<file path="src/rtl/ula_serial_controller.sv">
// ---------------------------------------------------------------------------
// ula_serial_controller
//   Byte-serial sequencer for wide ADD / SUB / AND / OR operations. Operands
//   of N_BYTES bytes are processed LSB first, one byte per clock, on an 8-bit
//   datapath (ripple adder plus AND and OR lanes). The carry is chained
//   between bytes through a register.
//
// Ports
//   CLK        in   clock, rising edge
//   RST        in   asynchronous reset, active high
//   START      in   command valid
//   READY      out  command ready (high only while idle)
//   OP         in   opcode: 00 ADD, 01 SUB, 10 AND, 11 OR
//   A, B       in   W-bit operands (W = 8*N_BYTES)
//   RESULT     out  registered W-bit result
//   COUT       out  final carry for ADD/SUB (1 = no borrow on SUB), 0 otherwise
//   ZERO       out  RESULT == 0
//   RES_VALID  out  result valid (high only while holding a finished result)
//   RES_READY  in   consumer accepts the result
// ---------------------------------------------------------------------------

// 8-bit ripple-carry adder lane built from full-adder equations.
module ula_adder8 (
  input  logic [7:0] a_i,
  input  logic [7:0] b_i,
  input  logic       cin_i,
  output logic [7:0] sum_o,
  output logic       cout_o
);

  logic [8:0] carry_s;

  assign carry_s[0] = cin_i;

  genvar gi;
  generate
    for (gi = 0; gi < 8; gi = gi + 1) begin : g_fa
      assign sum_o[gi]       = a_i[gi] ^ b_i[gi] ^ carry_s[gi];
      assign carry_s[gi + 1] = (a_i[gi] & b_i[gi]) | (carry_s[gi] & (a_i[gi] ^ b_i[gi]));
    end
  endgenerate

  assign cout_o = carry_s[8];

endmodule

// 8-bit bitwise logic lanes (AND and OR), full width on every bit.
module ula_logic8 (
  input  logic [7:0] a_i,
  input  logic [7:0] b_i,
  output logic [7:0] and_o,
  output logic [7:0] or_o
);

  assign and_o = a_i & b_i;
  assign or_o  = a_i | b_i;

endmodule

module ula_serial_controller #(
  parameter int N_BYTES = 4
) (
  input  logic                   CLK,
  input  logic                   RST,
  input  logic                   START,
  output logic                   READY,
  input  logic [1:0]             OP,
  input  logic [8*N_BYTES-1:0]   A,
  input  logic [8*N_BYTES-1:0]   B,
  output logic [8*N_BYTES-1:0]   RESULT,
  output logic                   COUT,
  output logic                   ZERO,
  output logic                   RES_VALID,
  input  logic                   RES_READY
);

  localparam int W     = 8 * N_BYTES;
  localparam int IDX_W = (N_BYTES > 1) ? $clog2(N_BYTES) : 1;

  localparam logic [IDX_W-1:0] LAST_IDX = IDX_W'(N_BYTES - 1);
  localparam logic [IDX_W-1:0] IDX_ONE  = IDX_W'(1);

  localparam logic [1:0] OP_ADD = 2'b00;
  localparam logic [1:0] OP_SUB = 2'b01;
  localparam logic [1:0] OP_AND = 2'b10;
  localparam logic [1:0] OP_OR  = 2'b11;

  typedef enum logic [1:0] {
    ST_IDLE = 2'b00,
    ST_EXEC = 2'b01,
    ST_DONE = 2'b10
  } state_t;

  // Registers and their next-state values
  state_t             state_q,  state_d;
  logic [W-1:0]       a_q,      a_d;
  logic [W-1:0]       b_q,      b_d;
  logic [1:0]         op_q,     op_d;
  logic [IDX_W-1:0]   idx_q,    idx_d;
  logic               carry_q,  carry_d;
  logic [W-1:0]       result_q, result_d;
  logic               cout_q,   cout_d;
  logic               zero_q,   zero_d;

  // Byte-lane datapath signals
  logic [7:0]         a_byte_s;
  logic [7:0]         b_raw_s;
  logic [7:0]         b_byte_s;
  logic [7:0]         sum_s;
  logic               add_cout_s;
  logic [7:0]         and_s;
  logic [7:0]         or_s;
  logic [7:0]         byte_s;
  logic               is_arith_s;
  logic [W-1:0]       assembled_s;

  // Byte offset of the current lane within the wide operands.
  logic [IDX_W+2:0]   bit_ofs_s;
  assign bit_ofs_s = {idx_q, 3'b000};

  // Select the current operand bytes; SUB feeds the inverted B byte so that
  // A - B = A + ~B + 1 with the +1 coming from the initial carry.
  always_comb begin
    a_byte_s = a_q[bit_ofs_s +: 8];
    b_raw_s  = b_q[bit_ofs_s +: 8];
    if (op_q == OP_SUB) begin
      b_byte_s = ~b_raw_s;
    end else begin
      b_byte_s = b_raw_s;
    end
  end

  ula_adder8 u_adder (
    .a_i    (a_byte_s),
    .b_i    (b_byte_s),
    .cin_i  (carry_q),
    .sum_o  (sum_s),
    .cout_o (add_cout_s)
  );

  ula_logic8 u_logic (
    .a_i    (a_byte_s),
    .b_i    (b_byte_s),
    .and_o  (and_s),
    .or_o   (or_s)
  );

  // Pick the lane output for the current opcode.
  always_comb begin
    byte_s     = sum_s;
    is_arith_s = 1'b1;
    case (op_q)
      OP_ADD: begin
        byte_s     = sum_s;
        is_arith_s = 1'b1;
      end
      OP_SUB: begin
        byte_s     = sum_s;
        is_arith_s = 1'b1;
      end
      OP_AND: begin
        byte_s     = and_s;
        is_arith_s = 1'b0;
      end
      OP_OR: begin
        byte_s     = or_s;
        is_arith_s = 1'b0;
      end
      default: begin
        byte_s     = sum_s;
        is_arith_s = 1'b1;
      end
    endcase
  end

  // Result with the current byte merged in; earlier bytes come from the
  // register, so on the last byte this is the complete W-bit value.
  always_comb begin
    assembled_s                = result_q;
    assembled_s[bit_ofs_s +: 8] = byte_s;
  end

  // Next-state and register update logic for the sequencer.
  always_comb begin
    state_d  = state_q;
    a_d      = a_q;
    b_d      = b_q;
    op_d     = op_q;
    idx_d    = idx_q;
    carry_d  = carry_q;
    result_d = result_q;
    cout_d   = cout_q;
    zero_d   = zero_q;

    case (state_q)
      ST_IDLE: begin
        if (START) begin
          a_d     = A;
          b_d     = B;
          op_d    = OP;
          idx_d   = '0;
          carry_d = (OP == OP_SUB);
          state_d = ST_EXEC;
        end else begin
          state_d = ST_IDLE;
        end
      end

      ST_EXEC: begin
        result_d = assembled_s;
        if (is_arith_s) begin
          carry_d = add_cout_s;
        end else begin
          carry_d = carry_q;
        end
        if (idx_q == LAST_IDX) begin
          state_d = ST_DONE;
          cout_d  = is_arith_s & add_cout_s;
          zero_d  = (assembled_s == '0);
        end else begin
          idx_d   = idx_q + IDX_ONE;
        end
      end

      ST_DONE: begin
        if (RES_READY) begin
          state_d = ST_IDLE;
        end else begin
          state_d = ST_DONE;
        end
      end

      default: begin
        state_d = ST_IDLE;
      end
    endcase
  end

  // State and datapath registers with asynchronous reset.
  always_ff @(posedge CLK or posedge RST) begin
    if (RST) begin
      state_q  <= ST_IDLE;
      a_q      <= '0;
      b_q      <= '0;
      op_q     <= 2'b00;
      idx_q    <= '0;
      carry_q  <= 1'b0;
      result_q <= '0;
      cout_q   <= 1'b0;
      zero_q   <= 1'b0;
    end else begin
      state_q  <= state_d;
      a_q      <= a_d;
      b_q      <= b_d;
      op_q     <= op_d;
      idx_q    <= idx_d;
      carry_q  <= carry_d;
      result_q <= result_d;
      cout_q   <= cout_d;
      zero_q   <= zero_d;
    end
  end

  // Handshake flags are decoded straight from the state register.
  assign READY     = (state_q == ST_IDLE);
  assign RES_VALID = (state_q == ST_DONE);
  assign RESULT    = result_q;
  assign COUT      = cout_q;
  assign ZERO      = zero_q;

endmodule

</file>
<file path="config.mk">
export PLATFORM = sky130hd
export DESIGN_NAME = ula_serial_controller
export DESIGN_NICKNAME = d
export VERILOG_FILES = /design/src/rtl/ula_serial_controller.sv
export SDC_FILE = /design/constraint.sdc
export NUM_CORES = 1
export LEC_CHECK = 0
export CAP_MARGIN = 20
export CELL_PAD_IN_SITES_DETAIL_PLACEMENT = 1
export CELL_PAD_IN_SITES_GLOBAL_PLACEMENT = 1
export CORE_ASPECT_RATIO = 1.2
export CORE_MARGIN = 2
export CORE_UTILIZATION = 42
export CTS_CLUSTER_DIAMETER = 100
export DETAILED_ROUTE_END_ITERATION = 8
export GPL_TIMING_DRIVEN = 0
export PLACE_DENSITY = 0.89
export SETUP_SLACK_MARGIN = 0.1
export SYNTH_ARGS = -nofsm -noshare
export SYNTH_HDL_FRONTEND = slang
export SYNTH_SLANG_ARGS = --single-unit
</file>
<file path="constraint.sdc">
create_clock -name CLK -period 6.84 [get_ports CLK]
set_input_delay 1.026 -clock CLK [delete_from_list [all_inputs] [get_ports CLK]]
set_output_delay 1.026 -clock CLK [all_outputs]
set_load 0.005 [all_outputs]
</file>
Yosys cells after proc, flatten, opt, wreduce, memory -nomap -nowiden --
Cells that the tools add are included.
Cells by class: bitwise gates (word level) 44, order comparisons 0, divide/modulo/power cells 0, add/sub/neg operators 2, reduce and logical (&&, ||, !) cells 10, $mul 0, eq/ne operators 11, multiplexer cells 14, shift-type cells 4
Operator list (count):
- indexed part select 32 x 6 -> 8 bit | 2
- bitwise mux 32 bit | 1
- logical NOT 32 bit | 1
- variable shift 8 x 7 -> 32 bit, first input constant | 1
- indexed part select 8 x 7 -> 32 bit | 1
- case mux 8 bit (3 select lines) | 1
- bitwise AND 1 bit | 17
- bitwise XOR 1 bit | 16
- bitwise AND 8 bit | 1
- == test 2 bit, second input constant | 4
- 2-to-1 mux 2 bit | 4
- 2-to-1 mux 8 bit | 1
- != test 2 bit, second input constant | 4
- NOT 8 bit | 1
- bitwise OR 1 bit | 8
- bitwise OR 8 bit | 1
- negation 5 -> 7 bit | 1
- == test 2 x 1 -> 1 bit, second input constant | 3
- case mux 2 bit (3 select lines) | 1
- AND reduction 3 bit | 2
- logical NOT 2 bit | 2
- case mux 1 bit (2 select lines) | 2
- case mux 2 bit (2 select lines) | 1
- AND reduction 2 bit | 2
- 4 further kinds | 7
Storage, ports and cells: logic and storage cells 94, memory bits (read-only) 0, register bits after elaboration 105, input port bits 70, bits in latches 0, bits in writable memories 0, memories 0, output and inout port bits 36

Logic depth before layout (Yosys ltp) --
Gate-level depths: netlist of run 1.
depth after elaboration 23, gate-level depth with buffers 20, gate-level depth less buffers 16

Modules after synthesis --
From an unflattened synthesis of run 1, not the netlist that was laid out.
Second synthesis, totals: cells, all modules 588, area total of the unflattened synthesis 5447.7 um2
By module, submodules not included:
- ula_serial_controller | times used 1, cells an instance 554, area an instance 5139.9 um2
- ula_adder8 | times used 1, cells an instance 18, area an instance 197.7 um2
- ula_logic8 | times used 1, cells an instance 16, area an instance 110.1 um2

Worst setup path before layout of run 1 --
Ideal clock, no wire load.
path type register -> register, from register idx_q[0], to register zero_q, in the netlist ZERO, stages on the path, launching flop included 17, setup slack 1713 ps, data arrival time 4997 ps, setup time 130 ps, period minus slack after synthesis 5127 ps, buffers on the path 2, required time 6710 ps, cell sequence dfrtp_1 -> buf_2 -> buf_2 -> mux4_2 -> fa_1 -> fa_1 -> fa_1 -> fa_1 -> fa_1 -> inv_1 -> fa_1 -> fa_1 -> and2b_2 -> a21oi_1 -> nor3_1 -> o2111ai_1 -> o41ai_2
On the way: cells in the longest elaborated chain, start to end 23, elaborated cells on any way between the ends 51, classes of those cells add/sub: 1; eq/ne: 1; shift: 4; mux: 3; bitwise: 40; reduce/logical: 2
RTL lines:
- start, declared | line 99 | logic [IDX_W-1:0] idx_q, idx_d;
- start signal, assigned | line 256 | idx_q <= idx_d;
- indexed part select 32 x 6 -> 8 bit | line 125 | b_raw_s = b_q[bit_ofs_s +: 8];
- NOT 8 bit | line 127 | b_byte_s = ~b_raw_s;
- 2-to-1 mux 8 bit | line 126 | if (op_q == OP_SUB) begin
- bitwise XOR 1 bit | line 38, 39
- bitwise AND 1 bit | line 39 | assign carry_s[gi + 1] = (a_i[gi] & b_i[gi]) | (carry_s[gi] & (a_i[gi] ^ b_i[gi]));
- bitwise OR 1 bit | line 39
- bitwise AND 1 bit | line 39
- bitwise OR 1 bit | line 39
- [7 not listed]
- bitwise OR 1 bit | line 39
- bitwise AND 1 bit | line 39
- bitwise OR 1 bit | line 39
- bitwise XOR 1 bit | line 38 | assign sum_o[gi] = a_i[gi] ^ b_i[gi] ^ carry_s[gi];
- case mux 8 bit (3 select lines) | line 152 | case (op_q)
- indexed part select 8 x 7 -> 32 bit | line 180 | assembled_s[bit_ofs_s +: 8] = byte_s;
- bitwise mux 32 bit | line 180
- logical NOT 32 bit | line 219 | zero_d = (assembled_s == '0);
- end signal, assigned | line 260 | zero_q <= zero_d;
- end, declared | line 103 | logic zero_q, zero_d;
Several ways; a longest one is shown, not always the timed one. A chain may end at the register's enable or synchronous reset.

Worst setup path in the final report of run 1 --
from register idx_q[1], to register zero_q, in the netlist ZERO
Same word-level chain as after synthesis.

==> results of run 1 <==
flip-flops by register name, indices dropped and copies added, names as in the netlist:
name,count
carry_q,1
b_q,32
a_q,32
RESULT,32
state_q,2
ZERO,1
idx_q,2
op_q,2
COUT,1
cell type report:
type	instances	area (sq um)	area share
repair buffers	106	1080	0.153
flip-flops and latches	105	2630	0.374
clock inverters	4	27.5	0.00391
plain buffers	20	100	0.0142
inverters	27	104	0.0148
multi-input cells	281	2640	0.375
well taps	164	205	0.0292
clock buffers	11	253	0.0359
critical path: cells and delay by family (launching register included):
family,cells,cell delay (ns)
AOI/OAI and AO/OA,3,0.88
buffers and inverters,3,1.12
muxes,1,0.48
DFF,1,0.40
adders and majority gates,7,2.65
and+or+nand+nor,2,0.38
cell families (layout without fill, tap and decap cells):
kind of cell	count (synthesis)	count (layout)	synth area share
DFF	105	105	0.481
and+or+nand+nor	89	89	0.0859
muxes	85	85	0.207
AOI/OAI and AO/OA	69	69	0.0966
buffers and inverters	47	168	0.0369
adders and majority gates	30	30	0.0797
xor gates and xnor gates	8	8	0.0128
worst paths after layout:
kind                                   end  depth (start not counted)     start  slack, ns
worst max-delay path                  ZERO                         16  idx_q[1]       0.80
worst min-delay path               a_q[26]                          1   a_q[26]       0.50
worst max register to register        ZERO                         16  idx_q[1]       0.80
worst min register to register     a_q[26]                          1   a_q[26]       0.50
max in group asynchronous           b_q[0]                          3       RST       5.11
min in group asynchronous       RESULT[25]                          2       RST       1.04
stage by stage:
stage | std cells | util | hold WS (ns) | area, sq um
floorplan | 433 | - | 0.473 | 5470
global route | 718 | 0.555 | 0.521 | 7030
detailed placement | 703 | 0.533 | 0.494 | 6750
finish | 718 | 0.555 | 0.505 | 7030
global placement | 702 | 0.531 | 0.484 | 6720
CTS | 718 | 0.555 | 0.509 | 7030
layer usage:
metal / vias to the layer above / part of all wire
met2: 105 / 0.54
met3: 29 / 0.033
met1: 2068 / 0.40
met5: - / 0
met4: 0 / 0.030
li1: 1793 / -
placed cells by master, fill, tap and decap left out, types with 3 or more instances in the layout:
master / n
nand4_1: 3
dfrtp_1: 105
o21ai_0: 10
clkbuf_16: 9
a21oi_1: 12
o21ai_1: 3
buf_2: 5
nand2_1: 24
clkbuf_1: 10
nor4_1: 7
xnor2_1: 8
a22o_1: 24
nand3_1: 6
clkdlybuf4s50_1: 105
fa_1: 8
nor3_1: 6
nor2_1: 19
nand2b_1: 7
mux4_2: 16
mux2i_1: 3
mux2_2: 66
ha_1: 22
o31ai_1: 3
inv_1: 26
==> out/qor.yml, run 1 <==
synth:
  synth_edf_count: 0
  ys_types: 55
  synth_top_cells_by_count: "dfrtp_1 (105), mux2_2 (66), inv_1 (27)"
  syn_inst: 433
  ys_ff_latch: 105
  synth_top_area_cell: "dfrtp_1"
  synth_nets: 533
  avgSynthCellArea_sq_um: 12.6
  yosysMostFrequentCell: "dfrtp_1"
  synthFlopType: "dfrtp_1"
  ys_seq_area_frac: 0.481
  ys_warn_count: 0
  yosysTopAreaCellShare: 0.481
  synth_area_sq_mm: 0.00547
  synthArstFlopShare: 1.00
  synth.area.top_cells: "dfrtp_1 (48%), mux2_2 (14%), mux4_2 (6.6%)"
layout:
  fillerInstances: 1281
  drive_gt1_frac: 0.211
  nNetsFinal: 650
  diodes: 0
  syn2layout_area_growth_pct: 28.7
clock_tree:
  clk_latency_ns: 0.35
  cts-root-buf: "clkbuf_16"
  clockBufferDepth: 2
  ctsHtreeMaxLevel: 3
  cts_buffers: 9
  post_cts_buffers: 0
  cts_tree: "built"
  ctsResizeCount: 0
  clk_pin_slew_worst_paths_ns: 0.07
  numClockSinks: 105
  cts_hold_buffers: 0
global_route:
  grt_most_used_layer: "met2"
  grt_pass1_vias: 4497
  grt_max_degree: 74
  antenna_found_initial: 0
  grt_use_met3: 0.0395
  use_met1: 0.273
  met2_usage: 0.417
  overflow: 0
  grt.total_usage: 0.232
  grt_pass1_wl_um: 24200
placement:
  place.gp.congestion: 0.899
  port_buffers: 105
  dp_hpwl_um: 11300
  place_ws_ns: 0.864
timing:
  setup_viol: 0
  setup_tns_ns: 0
  worst_slack_ns: 0.802
  fin_skew_ns: 0.00602
  max_slew_margin: 0.281
  grt_setup_unrepaired: "no"
  hold_viol: 0
  drv_slew: 0
  fmax_mhz: 166
  tightest_slew_ns: 1.07
  final.min_clock_period_ns: 6.04
  fin_crit_sh: 0.883
floorplanning:
  die_h_um: 129
  die_w_um: 108
  io_pins: 106
  initial_core_util: 0.431
  fp-row-count: 45
  dieArea_sq_mm: 0.0139
  coreArea_sq_mm: 0.0127
detailed_routing:
  drt-total-wl_um: 14900
  drc: 0
  vias: 3995
  first_pass_iters: 4
  drtIter0Drc: 143
  wl_per_cell_um: 20.8
  antenna_left: 0
  drt-vias-per-instance: 5.56
setup_path:
  worstPathCellList: "clkbuf_1, buf_1, mux4_2, fa_1, fa_1, fa_1, fa_1, fa_1, inv_1, fa_1, fa_1, and2b_2, a21oi_1, nor4_1, a21oi_1, o41ai_2"
  path_common_cell: "fa_1"
  arrival_ns: 6.26
  crit_path_top_delay_cell: "buf_1"
  path_class: "reg -> reg"
  cpPeakStageDelay_ns: 0.55
  worstSetupStartpointType: "register"
  crit_required_ns: 7.07
  path_max_fanout: 10
  endpoint_kind: "register"
job:
  max-cap-violations: 0
hold_path:
  hold_class: "reg -> reg"
outcome:
  outcome: "complete, no violations"
Power of run 1 is not shown: default switching activity piles up to over one toggle a cycle in this logic, so the estimate is an artifact.
==> run 2, diff against run 1 <==
Settings changed: CORE_ASPECT_RATIO 1.2 to 0.8, PLACE_DENSITY 0.89 to 0.86.
==> run 2 against run 1 <==
First-iteration DRC count grew 61%. Count of clock-buffer cells in the layout shrank 1. Sequential cell count is the same. Sequential share of layout area shrank 0.20 points. Utilization shrank 0.18 points. Via count grew 1.8%. Maximum frequency shrank 2.5%. Register-to-register slack lost 0.16 ns. Non-clock buffer count is the same. Worst setup slack lost 0.16 ns. Final cell count grew 1.7%. Largest cell class unchanged. Highest routed layer unchanged.
==> out/qor.yml, run 2 (synthesis results as in run 1) <==
outcome:
  outcome: "complete, no violations"
clock_tree:
  cts_hold_buffers: 0  # unchanged
  clockBufferDepth: 2  # unchanged
  ctsHtreeMaxLevel: 3  # unchanged
  cts_tree: "built"
  cts-root-buf: "clkbuf_16"
  clk_latency_ns: 0.36  # about the same
  cts_buffers: 9  # unchanged
  numClockSinks: 105  # unchanged
  post_cts_buffers: 0  # unchanged
  clk_pin_slew_worst_paths_ns: 0.07  # about the same
  ctsResizeCount: 0  # unchanged
setup_path:
  worstSetupStartpointType: "register"
  crit_path_top_delay_cell: "buf_1"
  cpLargestDelayFamily: "adder cells"
  endpoint_kind: "register"
  worstPathCellList: "clkbuf_1, buf_1, mux4_2, fa_1, fa_1, fa_1, fa_1, fa_1, inv_1, fa_1, fa_1, and2b_2, a21oi_1, nor3_1, o2111ai_1, o41ai_2"
  path_class: "reg -> reg"
  path_max_fanout: 10  # unchanged
  cpPeakStageDelay_ns: 0.64  # +0.09 ns
  path_buf_inv: 3  # unchanged
  crit_required_ns: 7.07  # about the same
  path_common_cell: "fa_1"
  arrival_ns: 6.43  # +0.17 ns
timing:
  max_slew_margin: 0.308  # +0.0277
  setup_viol: 0  # unchanged
  setup_tns_ns: 0  # unchanged
  grt_setup_unrepaired: "no"
  tightest_slew_ns: 1.03  # -0.0414 ns
  hold_viol: 0  # unchanged
  worst_slack_ns: 0.644  # -0.158 ns
  final.min_clock_period_ns: 6.20  # +0.158 ns
  fmax_mhz: 161  # -2.5%
  fin_skew_ns: 0.0112  # +0.00520 ns
  drv_slew: 0  # unchanged
  fin_crit_sh: 0.906  # +0.0231
layout:
  drive_gt1_frac: 0.211  # -0.000381
  syn2layout_area_growth_pct: 29.3
  diodes: 0  # unchanged
  final_cell_mix: "dfrtp_1 (105), clkdlybuf4s50_1 (105), mux2_2 (66), inv_1 (26)"
  nNetsFinal: 650  # unchanged
global_route:
  grt.total_usage: 0.226  # -0.00577
  overflow: 0  # unchanged
  antenna_found_initial: 0  # unchanged
  grt_pass1_vias: 4479  # -0.40%
  grt_pass1_wl_um: 24200  # +0.31%
  grt_max_degree: 54  # -27%
placement:
  place.gp.congestion: 0.850  # -5.4%
  port_buffers: 105  # unchanged
  place_ws_ns: 0.711  # -0.153 ns
  dp_hpwl_um: 11400  # +0.31%
floorplanning:
  io_pins: 106  # unchanged
  dieArea_sq_mm: 0.0139  # about the same
  die_h_um: 106  # -18%
  initial_core_util: 0.428  # -0.00368
  fp-row-count: 37  # -18%
  die_w_um: 132  # +22%
  coreArea_sq_mm: 0.0128  # +0.86%
detailed_routing:
  drtIter0Drc: 230  # +61%
  drc: 0  # unchanged
  antenna_left: 0  # unchanged
  drt-total-wl_um: 15200  # +1.6%
  first_pass_iters: 5  # +1
  wl_per_cell_um: 20.8  # -0.11%
  vias: 4068  # +1.8%
  drt-vias-per-instance: 5.57  # +0.15%
job:
  max-cap-violations: 0  # unchanged
hold_path:
  hold_class: "reg -> reg"
==> run 2: cell types whose count changed in the layout (fill, tap and decap cells not counted) <==
cell / delta
clkbuf_1: +1
inv_8: +1
clkinv_4: +1
clkbuf_8: -2
clkinvlp_4: +1
bufinv_16: +1
clkinv_2: -2
==> run 2: worst reg2reg max path, stage by stage (launching register included) <==
cell,delay [ns]
dfrtp_1,0.43
clkbuf_1,0.44
buf_1,0.64
mux4_2,0.47
fa_1,0.43
fa_1,0.39
fa_1,0.42
fa_1,0.42
fa_1,0.39
inv_1,0.08
fa_1,0.18
fa_1,0.43
and2b_2,0.22
a21oi_1,0.58
nor3_1,0.13
o2111ai_1,0.30
o41ai_2,0.12
==> run 2: final cells by class <==
type,count,area [sq um]
fill,1330,5710
multi-input combinational,281,2640
sequential,105,2630
timing repair buffer,106,1080
clock buffer,10,229
tap,175,219
inverter,27,104
buffer,20,100
clock inverter,6,75.1
==> run 2: final timing paths <==
path	depth (start not counted)	to	from	slack, ns
worst max-delay path	16	ZERO	idx_q[1]	0.64
worst min-delay path	1	a_q[14]	a_q[14]	0.50
max in group asynchronous	3	b_q[2]	RST	5.03
worst min register to register	1	a_q[14]	a_q[14]	0.50
worst max register to register	16	ZERO	idx_q[1]	0.64
min in group asynchronous	2	RESULT[25]	RST	1.13
==> run 2: metrics by stage <==
step / utilization / cells / hold slack [ns] / instance area (sq um)
after floorplan: - / 433 / 0.473 / 5470
after global placement: 0.527 / 713 / 0.484 / 6740
after detailed placement: 0.529 / 714 / 0.492 / 6770
after CTS: 0.553 / 730 / 0.507 / 7070
after global routing: 0.553 / 730 / 0.525 / 7070
final: 0.553 / 730 / 0.505 / 7070
==> run 2: routing by layer <==
metal	up-vias	GRT usage	wire [um]
li1	1796	-	-
met1	2109	0.293	6510
met2	147	0.383	7560
met3	16	0.0520	904
met4	0	0.0644	183
met5	-	0	0
Power of run 2 is left out for the same reason.
==> run 3, diff against run 2 <==
Settings changed: CTS_CLUSTER_DIAMETER 100 to 50, SKIP_LAST_GASP from default to 1.
==> results of run 3 <==
The final DEF is identical to that of run 2; final timing and power are the same.
Power of run 3 is left out for the same reason.
